==> src/rtl/scanline_buffer.sv <==
// Double-buffered NES scanline store: PPU fills one bank while VGA reads the other.
// Latency: vga_buf_out is registered, valid one clk after vga_buf_idx.
// Backpressure: none; writes during W_HOLD are dropped, VGA requests without a line repeat the old one.
// Optional feature: define SCANLINE_BUFFER_STATS_EN to implement underrun/overrun counters.
module scanline_buffer (
    input  logic        clk,
    input  logic        rst,
    input  logic        ppu_pix_we,
    input  logic [7:0]  ppu_pix_idx,
    input  logic [5:0]  ppu_pix_data,
    input  logic        ppu_line_done,
    input  logic        vga_line_req,
    input  logic [7:0]  vga_buf_idx,
    output logic [5:0]  vga_buf_out,
    output logic        line_ready,
    output logic [15:0] underrun_cnt,
    output logic [15:0] overrun_cnt
);

    localparam logic [0:0] W_FILL = 1'b0;
    localparam logic [0:0] W_HOLD = 1'b1;

    logic [0:0] r_state;
    logic       r_rd_bank;
    // Both banks live in one array; the bank bit is the address MSB.
    logic [5:0] r_mem [0:511];

    logic w_wr_bank;
    logic w_wr_en;
    logic w_swap;

    // The write bank is by construction the bank not being read.
    assign w_wr_bank = ~r_rd_bank;
    assign w_wr_en   = (r_state == W_FILL) && ppu_pix_we && !rst;
    // A line completing in the same cycle as the request is swapped in directly.
    assign w_swap    = vga_line_req && ((r_state == W_HOLD) || ppu_line_done);
    assign line_ready = (r_state == W_HOLD);

    // Write FSM and bank selection.
    always_ff @(posedge clk) begin
        if (rst) begin
            r_state   <= W_FILL;
            r_rd_bank <= 1'b0;
        end else if (w_swap) begin
            r_state   <= W_FILL;
            r_rd_bank <= w_wr_bank;
        end else if ((r_state == W_FILL) && ppu_line_done) begin
            r_state   <= W_HOLD;
        end
    end

    // Pixel write into the fill bank; contents are never cleared.
    always_ff @(posedge clk) begin
        if (w_wr_en) begin
            r_mem[{w_wr_bank, ppu_pix_idx}] <= ppu_pix_data;
        end
    end

    // Registered read from the display bank.
    always_ff @(posedge clk) begin
        if (rst) begin
            vga_buf_out <= 6'h00;
        end else begin
            vga_buf_out <= r_mem[{r_rd_bank, vga_buf_idx}];
        end
    end

`ifdef SCANLINE_BUFFER_STATS_EN
    logic [15:0] r_underrun_cnt;
    logic [15:0] r_overrun_cnt;
    logic        w_underrun;
    logic        w_overrun;

    assign w_underrun = vga_line_req && (r_state == W_FILL) && !ppu_line_done;
    assign w_overrun  = ppu_line_done && (r_state == W_HOLD);

    // Saturating event counters.
    always_ff @(posedge clk) begin
        if (rst) begin
            r_underrun_cnt <= 16'h0000;
            r_overrun_cnt  <= 16'h0000;
        end else begin
            if (w_underrun && (r_underrun_cnt != 16'hFFFF)) begin
                r_underrun_cnt <= r_underrun_cnt + 16'h0001;
            end
            if (w_overrun && (r_overrun_cnt != 16'hFFFF)) begin
                r_overrun_cnt <= r_overrun_cnt + 16'h0001;
            end
        end
    end

    assign underrun_cnt = r_underrun_cnt;
    assign overrun_cnt  = r_overrun_cnt;
`else
    assign underrun_cnt = 16'h0000;
    assign overrun_cnt  = 16'h0000;
`endif

endmodule

==> config.mk <==
export PLATFORM = sky130hd
export DESIGN_NAME = scanline_buffer
export DESIGN_NICKNAME = d
export VERILOG_FILES = /design/src/rtl/scanline_buffer.sv
export SDC_FILE = /design/constraint.sdc
export NUM_CORES = 2
export LEC_CHECK = 0
export CORE_AREA = 2 2 451 453
export DETAILED_ROUTE_END_ITERATION = 10
export DIE_AREA = 0 0 453 455
export PLACE_DENSITY = 0.81
export SYNTH_ARGS = -nofsm -noshare
export SYNTH_HDL_FRONTEND = slang
export SYNTH_SLANG_ARGS = --single-unit
==> constraint.sdc <==
create_clock -name clk -period 3.6 [get_ports clk]
set_input_delay 0.72 -clock clk [delete_from_list [all_inputs] [get_ports clk]]
set_output_delay 0.72 -clock clk [all_outputs]
set_load 0.03 [all_outputs]
==> impl_metrics.json <==
{
  "outcome": "finished, violations left",
  "violations": "setup timing",
  "cts_resized": 0,
  "ys_ff_latch": 3080,
  "drt_iter0_markers": 11500,
  "die_area_um2": 206000,
  "io_pins": 66,
  "postCtsSetupBuffers": 0,
  "seq_power_share_pct": 53.1,
  "nNetsFinal": 6989,
  "cts.htree.levels": 5,
  "synth_edf_count": 3072,
  "setup-violations-final": 2,
  "tns_ns": -0.0702,
  "final_cells": 9861,
  "dr.pass1.iters": 7,
  "combinationalPowerShare_pct": 5.6,
  "clk_pin_slew_ns": 0.06,
  "irDropWorstVdd_v": 0.000578,
  "worst-setup-path-type": "primary input to flip-flop",
  "hp-start": "ppu_pix_data[1]",
  "grt_pass1_vias": 69300,
  "rsz0062_at_grt": "no",
  "fmax_mhz": 274,
  "worstHoldPathCells": 1,
  "clockRootBuffer": "clkbuf_16",
  "r2r-start": "r_mem[135][1]",
  "finalCritPeriodShare_pct": 101,
  "tightestPinTransition_ns": 1.14,
  "antenna_left": 0,
  "clk_latency_ns": 0.96,
  "wirelength_um": 332000,
  "slew_violations": 0,
  "hold_viol_final": 0,
  "ys_top_cells_by_area": "edfxtp_1 (77%), mux4_2 (12%), mux2i_1 (2.4%)",
  "initial_core_util_pct": 59.7,
  "wl_per_cell_um": 33.7,
  "pwr-share-clk_pct": 41.3,
  "dp_hpwl_um": 197000,
  "antenna_found_initial": 14,
  "async_flop_share_pct": 0,
  "synth.avg_cell_area_um2": 20.4,
  "yosysTopAreaCell": "edfxtp_1",
  "layout_setup_ws_ns": -0.0491,
  "hold_class": "primary input to flip-flop",
  "cts_hold_buf": 0,
  "finClkSkew_ns": 0.0659,
  "grt_start_max_net_pins": 121,
  "drc": 0,
  "p_sw_mw": 15.9,
  "cp-start-kind": "primary input",
  "fin_util_pct": 70.3,
  "cts_made_buffers": 308,
  "design_area_um2": 141000,
  "seq_area_frac_synth_pct": 76.8,
  "critPathMaxFanout": 29,
  "die_y_um": 455,
  "dpl_cell_area_um2": 132000,
  "worstPathRequired_ns": 4.40,
  "via_count": 68300,
  "rows": 165,
  "hold_ws_ns": 0.246,
  "drive_gt1_share_pct": 31.3,
  "powerDensity_nw_per_um2": 526,
  "syn_to_final_growth_pct": 17.6,
  "reg2regPathDepth": 9,
  "placedCellCount": 9324,
  "yosys_warnings": 0,
  "gp_congestion": 0.902,
  "grt_first_pass_wirelength_um": 478000,
  "p_int_mw": 58.5,
  "syn_area_um2": 120000,
  "cts_tree": "yes",
  "worstPathArrival_ns": 4.45,
  "cts.sinks": 3080,
  "synth.most_common_cell": "edfxtp_1",
  "r2r_setup_slack_ns": 0.19,
  "clock_path_buffers": 4,
  "drv_cap": 0,
  "r2r_end": "vga_buf_out[1]",
  "port-buffer-count": 33,
  "yosysTopAreaCellShare_pct": 76.7,
  "switching_share_pct": 21.4,
  "design.core.area_um2": 201000,
  "yosysUniqueCellTypes": 66,
  "track_usage_pct": 32.3,
  "fin_crit_ns": 3.65,
  "die_x_um": 453,
  "worstHoldEndpoint": "r_mem[412][1]",
  "ys.flop_type": "edfxtp_1",
  "leakagePower_nw": 46.8,
  "endpoint_kind": "flip-flop",
  "place_ws_ns": -0.810,
  "netlist_instances": 5884,
  "yosys-top-cells-count": "edfxtp_1 (3072), mux4_2 (664), nor2_1 (557)",
  "viasPerCell": 6.93,
  "grt_overflow": 0,
  "total_power_mw": 74.3,
  "slew_headroom_pct": 24.3
}
[power by group through the flow]
stage	Sequential (mW)	Clock (mW)	Combinational, mW
floorplan	40.3	0	1.96
global placement	40.3	0	3.85
detailed placement	40.3	0	3.96
CTS	39.5	30.8	4.04
global route	39.5	32.0	4.24
finish	39.5	30.7	4.14
[routing by layer]
metal / up-vias / track usage, % / wire (um)
li1: 26500 / - / -
met1: 34500 / 41.0 / 108000
met2: 6044 / 50.6 / 157000
met3: 1326 / 8.18 / 42900
met4: 22 / 19.9 / 24300
met5: - / 0 / 145
[sequential cells by signal, summed over array words and instances (netlist names)]
signal and cells:
line_ready 1, r_mem 3072, r_rd_bank 1, vga_buf_out 6
[cell type report]
| cell class | instances | area [um2] |
|---|---|---|
| sequential | 3080 | 92400 |
| timing repair buffer | 1150 | 10300 |
| inverter | 13 | 53.8 |
| clock buffer | 376 | 8090 |
| tap | 2672 | 3340 |
| fill | 10800 | 59900 |
| antenna | 11 | 27.5 |
| clock inverter | 150 | 1290 |
| multi-input combinational | 2409 | 25900 |
[critical path, stage by stage]
cell	delay, ns
buf_16	0.22
buf_4	0.23
buf_12	0.24
mux4_2	0.54
a22oi_1	0.39
a21oi_1	0.23
nor3_1	0.93
a31oi_1	0.30
buf_4	0.22
buf_4	0.12
nand4_1	0.08
o221ai_1	0.13
[worst max path at each step]
| stage | endpoint | slack [ns] | start |
|---|---|---|---|
| 6_report | vga_buf_out[3] | -0.05 | vga_buf_idx[0] |
| 3_3_place_gp | vga_buf_out[1] | -0.73 | vga_buf_idx[0] |
| 2_1_floorplan | vga_buf_out[1] | 0.65 | vga_buf_idx[0] |
| 4_1_cts | vga_buf_out[1] | 0.17 | vga_buf_idx[0] |
| 3_5_place_dp | vga_buf_out[1] | -0.81 | vga_buf_idx[0] |
| 5_1_grt | vga_buf_out[1] | 0.07 | vga_buf_idx[0] |
[kinds of logic (layout without fill, tap and decap cells)]
logic type / count (synthesis) / count (layout) / share of synthesized area (%)
DFF: 3080 / 3080 / 76.8
muxes: 976 / 976 / 15.1
and+or+nand+nor: 801 / 801 / 2.74
AOI/OAI and AO/OA: 599 / 599 / 3.49
buffers and inverters: 426 / 1689 / 1.86
other: 1 / 43 / 0.00312
xor gates and xnor gates: 1 / 1 / 0.00728
[cells in the final DEF (no fill, tap or decap), drive strengths merged, types with 5 or more instances in the layout]
cell,count
inv,20
mux2,21
nand4,7
or3,7
a32oi,11
and2,9
clkinv,109
clkdlybuf4s50,21
a2111o,6
mux4,664
nor3,23
a31oi,11
o221ai,85
nand2,124
a211oi,11
clkbuf,376
clkinvlp,12
o32ai,22
a2111oi,8
nor3b,5
o211ai,14
a22oi,111
edfxtp,3072
diode,11
mux2i,291
nor2b,10
nand3,22
nor2,557
nor4,8
bufinv,22
conb,32
dfxtp,8
a21oi,125
o22a,9
a221oi,28
o21ai,70
a311oi,5
o22ai,63
buf,1129
nand2b,5
Power figures use the tool's default switching activity.
